$ cat src/rtl/frame_capture_ctrl.sv
// Pixel-clock frame capture sequencer: gates camera pixel writes into the frame buffer BRAM
// on whole VSYNC-aligned frames, with continuous / snapshot / freeze modes and frame status.
module frame_capture_ctrl #(
  parameter int unsigned WIDTH = 12,
  parameter int unsigned DEPTH = 307200,
  parameter int unsigned AW    = 19
) (
  input  logic             i_clk,
  input  logic             i_rstn,
  input  logic             i_vsync,
  input  logic             i_pix_wr,
  input  logic [WIDTH-1:0] i_pix_data,
  input  logic             i_cont,
  input  logic             i_snap,
  input  logic             i_freeze,
  output logic             o_bram_wr,
  output logic [AW-1:0]    o_bram_addr,
  output logic [WIDTH-1:0] o_bram_data,
  output logic             o_busy,
  output logic             o_frame_done,
  output logic [15:0]      o_frame_cnt,
  output logic             o_overflow,
  output logic             o_short
);

  localparam logic [1:0] S_IDLE    = 2'd0;
  localparam logic [1:0] S_ARM     = 2'd1;
  localparam logic [1:0] S_CAPTURE = 2'd2;
  localparam logic [1:0] S_DONE    = 2'd3;

  localparam logic [AW:0] DEPTH_C = (AW+1)'(DEPTH);

  logic [1:0]       state_q, state_d;
  logic             vsync_q;
  logic             snap_pend_q, snap_pend_d;
  logic [AW:0]      cnt_q, cnt_d;
  logic             ovf_flag_q, ovf_flag_d;
  logic             wr_q, wr_d;
  logic [AW-1:0]    addr_q, addr_d;
  logic [WIDTH-1:0] data_q, data_d;
  logic [15:0]      frame_cnt_q, frame_cnt_d;
  logic             overflow_q, overflow_d;
  logic             short_q, short_d;
  logic             vs_fall, vs_rise;

  assign vs_fall = vsync_q & ~i_vsync;
  assign vs_rise = ~vsync_q & i_vsync;

  always_comb begin
    state_d     = state_q;
    snap_pend_d = snap_pend_q | i_snap;
    cnt_d       = cnt_q;
    ovf_flag_d  = ovf_flag_q;
    wr_d        = 1'b0;
    addr_d      = addr_q;
    data_d      = data_q;
    frame_cnt_d = frame_cnt_q;
    overflow_d  = overflow_q;
    short_d     = short_q;

    case (state_q)
      S_IDLE: begin
        if (!i_freeze && (i_cont || snap_pend_q || i_snap)) begin
          state_d     = S_ARM;
          snap_pend_d = 1'b0;
        end
      end
      S_ARM: begin
        if (i_freeze) begin
          state_d = S_IDLE;
        end else if (vs_fall) begin
          state_d    = S_CAPTURE;
          cnt_d      = '0;
          ovf_flag_d = 1'b0;
        end
      end
      S_CAPTURE: begin
        // A fall here means the rise was missed: restart the frame, dropping this cycle's pixel.
        if (vs_fall) begin
          cnt_d      = '0;
          ovf_flag_d = 1'b0;
        end else begin
          if (i_pix_wr) begin
            if (cnt_q < DEPTH_C) begin
              wr_d   = 1'b1;
              addr_d = cnt_q[AW-1:0];
              data_d = i_pix_data;
              cnt_d  = cnt_q + 1'b1;
            end else begin
              ovf_flag_d = 1'b1;
            end
          end
          if (vs_rise) state_d = S_DONE;
        end
      end
      S_DONE: begin
        frame_cnt_d = frame_cnt_q + 16'd1;
        overflow_d  = ovf_flag_q;
        short_d     = (cnt_q < DEPTH_C);
        state_d     = (i_cont && !i_freeze) ? S_ARM : S_IDLE;
      end
      default: state_d = S_IDLE;
    endcase
  end

  always_ff @(posedge i_clk or negedge i_rstn) begin
    if (!i_rstn) begin
      state_q     <= S_IDLE;
      vsync_q     <= 1'b1;
      snap_pend_q <= 1'b0;
      cnt_q       <= '0;
      ovf_flag_q  <= 1'b0;
      wr_q        <= 1'b0;
      addr_q      <= '0;
      data_q      <= '0;
      frame_cnt_q <= '0;
      overflow_q  <= 1'b0;
      short_q     <= 1'b0;
    end else begin
      state_q     <= state_d;
      vsync_q     <= i_vsync;
      snap_pend_q <= snap_pend_d;
      cnt_q       <= cnt_d;
      ovf_flag_q  <= ovf_flag_d;
      wr_q        <= wr_d;
      addr_q      <= addr_d;
      data_q      <= data_d;
      frame_cnt_q <= frame_cnt_d;
      overflow_q  <= overflow_d;
      short_q     <= short_d;
    end
  end

  assign o_bram_wr    = wr_q;
  assign o_bram_addr  = addr_q;
  assign o_bram_data  = data_q;
  assign o_busy       = (state_q == S_ARM) || (state_q == S_CAPTURE);
  assign o_frame_done = (state_q == S_DONE);
  assign o_frame_cnt  = frame_cnt_q;
  assign o_overflow   = overflow_q;
  assign o_short      = short_q;

endmodule
$ cat config.mk
export PLATFORM = sky130hd
export DESIGN_NAME = frame_capture_ctrl
export DESIGN_NICKNAME = d
export VERILOG_FILES = /design/src/rtl/frame_capture_ctrl.sv
export SDC_FILE = /design/constraint.sdc
export NUM_CORES = 1
export LEC_CHECK = 0
export CORE_ASPECT_RATIO = 0.6
export CORE_UTILIZATION = 46
export CTS_BUF_LIST = sky130_fd_sc_hd__clkbuf_8 sky130_fd_sc_hd__clkbuf_16
export CTS_CLUSTER_DIAMETER = 120
export DETAILED_ROUTE_END_ITERATION = 8
export PLACE_DENSITY = 0.76
export SKIP_LAST_GASP = 1
export SYNTH_ARGS = -nofsm -noshare
export SYNTH_HDL_FRONTEND = slang
export SYNTH_SLANG_ARGS = --single-unit
export TNS_END_PERCENT = 30
$ cat constraint.sdc
create_clock -name i_clk -period 1.85 [get_ports i_clk]
set_input_delay 0.37 -clock i_clk [delete_from_list [all_inputs] [get_ports i_clk]]
set_output_delay 0.37 -clock i_clk [all_outputs]
set_load 0.01 [all_outputs]
# Yosys cells after proc, flatten, opt, wreduce, memory -nomap -nowiden
# Cells that the tools add are included.
[totals]
ff_bits = 75
latchBits = 0
ramBits = 0
romBits = 0
word_cells = 69
mem_count = 0
[classes]
addsub = 2
mul = 0
div_mod_pow = 0
order_cmp = 1
eq_ne = 12
shifts = 0
n_mux = 25
bitwise_logic = 6
reduce_logical = 12
[op_table]
columns = ["op", "count"]
rows = [
  ["20-bit two-way mux", 5],
  ["20-bit one-hot mux with 2 select lines", 1],
  ["20-bit by 1-bit adder with 20-bit output (second input constant)", 1],
  ["20-bit by 19-bit less-than comparator with 1-bit output (second input constant)", 1],
  ["16-bit by 1-bit adder with 16-bit output (second input constant)", 1],
  ["1-bit two-way mux", 12],
  ["3-bit != test (second input constant)", 4],
  ["2-bit two-way mux", 5],
  ["2-bit != test (second input constant)", 5],
  ["5-bit AND reduction", 2],
  ["2-bit one-hot mux with 4 select lines", 1],
  ["4-bit AND reduction", 2],
  ["2-bit equality test (second input constant)", 2],
  ["1-bit logical OR", 3],
  ["1-bit inverter", 3],
  ["1-bit bitwise AND", 2],
  ["2-bit by 1-bit equality test with 1-bit output (second input constant)", 1],
  ["1-bit logical AND", 2],
  ["2-bit zero test", 1],
  ["1-bit one-hot mux with 2 select lines", 1],
  ["2-bit nonzero test", 1],
  ["1-bit zero test", 1],
  ["1-bit bitwise OR", 1],
]

# Longest topological paths before layout
[depth]
word_depth = 5
mapped_depth = 8
mapped_depth_nobuf = 7

# Worst setup path after synthesis
# Ideal clock, no wire load.
[synth_path]
path_kind = "reg-to-reg"
from = "register state_q[0]"
to = "register cnt_q[13]"
setup_ns = 0.131
arrival_time_ns = 1.626
t_required_ns = 1.719
setup_slack_ns = 0.093
stages_incl_launch_ff = 9
n_path_buf = 1
cell_sequence = "dfrtp_1 -> inv_1 -> ha_1 -> inv_1 -> o22ai_1 -> o21ai_2 -> buf_2 -> o21ai_0 -> o21ai_0"
[synth_between]
elab_chain_len = 3
[synth_rtl]
columns = ["item", "line_no", "source"]
rows = [
  ["start: declaration", "33", "logic [1:0] state_q, state_d;"],
  ["start signal: assignment", "120", "state_q <= state_d;"],
  ["2-bit equality test / 2-bit by 1-bit equality test with 1-bit output (equally long branches)", "61", "case (state_q)"],
  ["3-bit != test (no line) (tied with other cells)", "n/a", ""],
  ["5-bit AND reduction (no line)", "n/a", ""],
  ["end signal: assignment", "123", "cnt_q <= cnt_d;"],
  ["end: declaration", "36", "logic [AW:0] cnt_q, cnt_d;"],
]
# Parallel ways exist; a longest one is shown, timed or not.
# A chain may end at the register's enable or synchronous reset.

# Worst setup path in the final report
[layout_path]
from = "register state_q[0]"
to = "output o_frame_done"
[layout_between]
elab_chain_len = 1
[layout_rtl]
columns = ["item", "line_no", "source"]
rows = [
  ["2-bit equality test", "138", "assign o_frame_done = (state_q == S_DONE);"],
  ["end: declaration", "20", "output logic o_frame_done,"],
]
# No other way between the ends.

==> metrics <==
Yosys cell types slightly above 50; Final Hold Fails 0; Final ANT Viol Nets 0; top post-synthesis cells by area dfrtp_1, mux2_2, ha_1, xnor2_1, o21ai_0; Worst Tran Pin Value around 0.40 ns; via/cell ratio between 5 and 6; mean area per synthesized cell 12.07 um2; initial antenna violation count 0; Final period util 1.002; number of synthesized register bits between 70 and 80; worst skew pair latency about 0.33 ns; fraction of layout cells with a size suffix above 1 0.2570; DRT Wirelength between 7000 and 8000 um; share of the yosys chip area belonging to registers 0.5423; CTS Buf Count 9; CP Max Fanout 7; Layout Utilization 0.6662; final worst slack -0.004464 ns; GRT overflow 0; router iterations before antenna repair 4; Layout Area Growth over Synthesis 39.78%; Lkg Pwr roughly 0.0021 uW; status finished, violations left; Worst slew margin 0.7326; IO Count 71; Mapped Cells approximately 290; largest net degree at the start of global routing 76; Mapped Nets about 310; failing checks setup timing; GRT Util Overall 0.2101; hold slack ~0.026 ns; Placement Setup Slack -0.1740 ns; hpwl dp roughly 5100 um; Sink Count 75; routability cong. 0.8391; Setup CP Type flip-flop to output port; VDD IR max approximately 670 uV; Slew Limit Fails 0; Clock Tree Root clkbuf_16; commonest non-fill, non-tap cell in the layout dfrtp_1; # diodes 0; clk buf depth 2; Synth Flop Type dfrtp_1; most frequent cells in the layout dfrtp_1, clkdlybuf4s50_1, mux2_2; Fmax achieved 539.2 MHz; post-DR wirelength/cell around 15 um; CP endpoint kind output port; CTS H-tree lvls 3; Reg clk slew, reported paths roughly 0.050 ns; IO Port Bufs 70; Synth warnings 0; crit path time final 1.854 ns; Site Rows 24; CTS tree built; Synth top area share 0.5347; number of max-cap violations 0; Fillers ~570; pwr dens roughly 1100 nW/um2; Die Width around 110 um; EDFF count, synth 0; RSZ-0062 raised after global routing yes; initial DRC count between 100 and 150; Worst Skew between 0.004 and 0.005 ns; Total Power 5170 uW; Die Y 69.21 um; worst path arrival time 1.48 ns; mapped cell area approximately 3500 um2; Worst EP required between 1 and 1.5 ns; crit start category flip-flop; Post-synth ARST share 1.000; Die Footprint about 7900 um2; endpoints failing setup 1; Initial Util 0.4766; hold crit path type primary input to async pin; Layout Nets between 400 and 500; cell taking the most area after synthesis dfrtp_1; Core Footprint slightly above 7000 um2; via count 2582; vias in the first global route 2608; first-pass GRT wire length approximately 13000 um; Post-CTS Hold Buffers 0; Post-route DRC 0
## cell type report
cell class | instances | area [um2] | area share
clock inverters | 3 | 13.76 | 0.002843
multi-input cells | 193 | 1529 | 0.3158
clock buffers | 12 | 266.5 | 0.05505
repair buffers | 100 | 984.7 | 0.2034
well taps | 104 | 130.1 | 0.02688
inverters | 10 | 37.54 | 0.007754
flip-flops and latches | 75 | 1879 | 0.3882
## sequential cells by signal, summed over array words and instances, names as in the netlist, named ones only
signal and count:
cnt_q 20, o_bram_addr 19, o_bram_data 12, o_bram_wr 1, o_frame_cnt 16, o_overflow 1, o_short 1, ovf_flag_q 1
snap_pend_q 1, state_q 1, vsync_q 1
## stage by stage
step | instances | area (um2) | setup TNS [ns]
6_report | 497 | 4841 | -0.004464
5_1_grt | 497 | 4841 | -0.1076
4_1_cts | 497 | 4801 | -0.1274
3_5_place_dp | 480 | 4507 | -6.315
3_3_place_gp | 480 | 4507 | -5.572
2_1_floorplan | 287 | 3463 | 0
## worst max-delay path, cell delays in order, from the launching register on
cell and delay (ns):
dfrtp_1 0.41, ha_4 0.20, clkdlybuf4s50_1 0.54
## cell families (layout without fill, tap and decap cells)
family | Yosys count | count (layout) | synth area share
AND/OR/NAND/NOR | 80 | 80 | 0.1438
buffers and inverters | 19 | 125 | 0.02746
flip-flops | 75 | 75 | 0.5423
adder cells (fa/ha/maj) | 7 | 7 | 0.02529
AO/OA/AOI/OAI | 54 | 54 | 0.1041
XOR/XNOR | 15 | 15 | 0.03793
multiplexers | 37 | 37 | 0.1192
## final timing paths
kind                            cells after the start  slack, ns              end            start
worst min register to register                      1       0.49  o_frame_cnt[14]  o_frame_cnt[14]
worst min-delay path                                2       0.03      snap_pend_q           i_rstn
max in group asynchronous                           2       1.49   o_bram_addr[9]           i_rstn
worst max-delay path                                2     -0.004     o_frame_done       state_q[0]
worst max register to register                      6       0.08   o_bram_data[8]       state_q[0]
min in group i_clk                                  1       0.49  o_frame_cnt[14]  o_frame_cnt[14]
## where the power goes
part           internal, uW  switching (uW)  total [uW]
logic                   846             616        1460
registers              1880             198        2080
clock network          1000             629        1630
## routing by layer
layer / wire, um / global-route usage / vias to the layer above
li1: - / - / 1237
met1: 3462 / 0.2831 / 1246
met2: 3195 / 0.3017 / 84
met3: 570 / 0.08654 / 15
met4: 127 / 0.08225 / 0
met5: 0 / 0 / -
## synth_stat cells (2+ instances only)
master    number
a211oi_1       2
a21o_1         3
a21oi_1       12
a311oi_1       2
a31oi_1        2
and2_1         4
and3_1         4
buf_2          4
buf_4          3
dfrtp_1       74
ha_1           7
inv_1         10
mux2_2        34
mux2i_1        3
nand2_1       15
nand2b_1       2
nand3_1       16
nand4_1        4
nand4_4        2
nor2_1         9
nor3_1         8
nor4_4         2
o211ai_1       2
o21ai_0       17
o21ai_1        4
o21ai_2        2
or3_1          3
xnor2_1       10
xor2_1         5
## repair_timing
item | in CTS | in global routing
hold endpoints to repair | 0 | 0
pin swaps | 0 | 4
setup buffers | 2 | 0
gates resized for setup | 1 | 9
endpoints found under the setup margin | 2 | 7
Note: power is estimated with default switching activity, not from simulation.
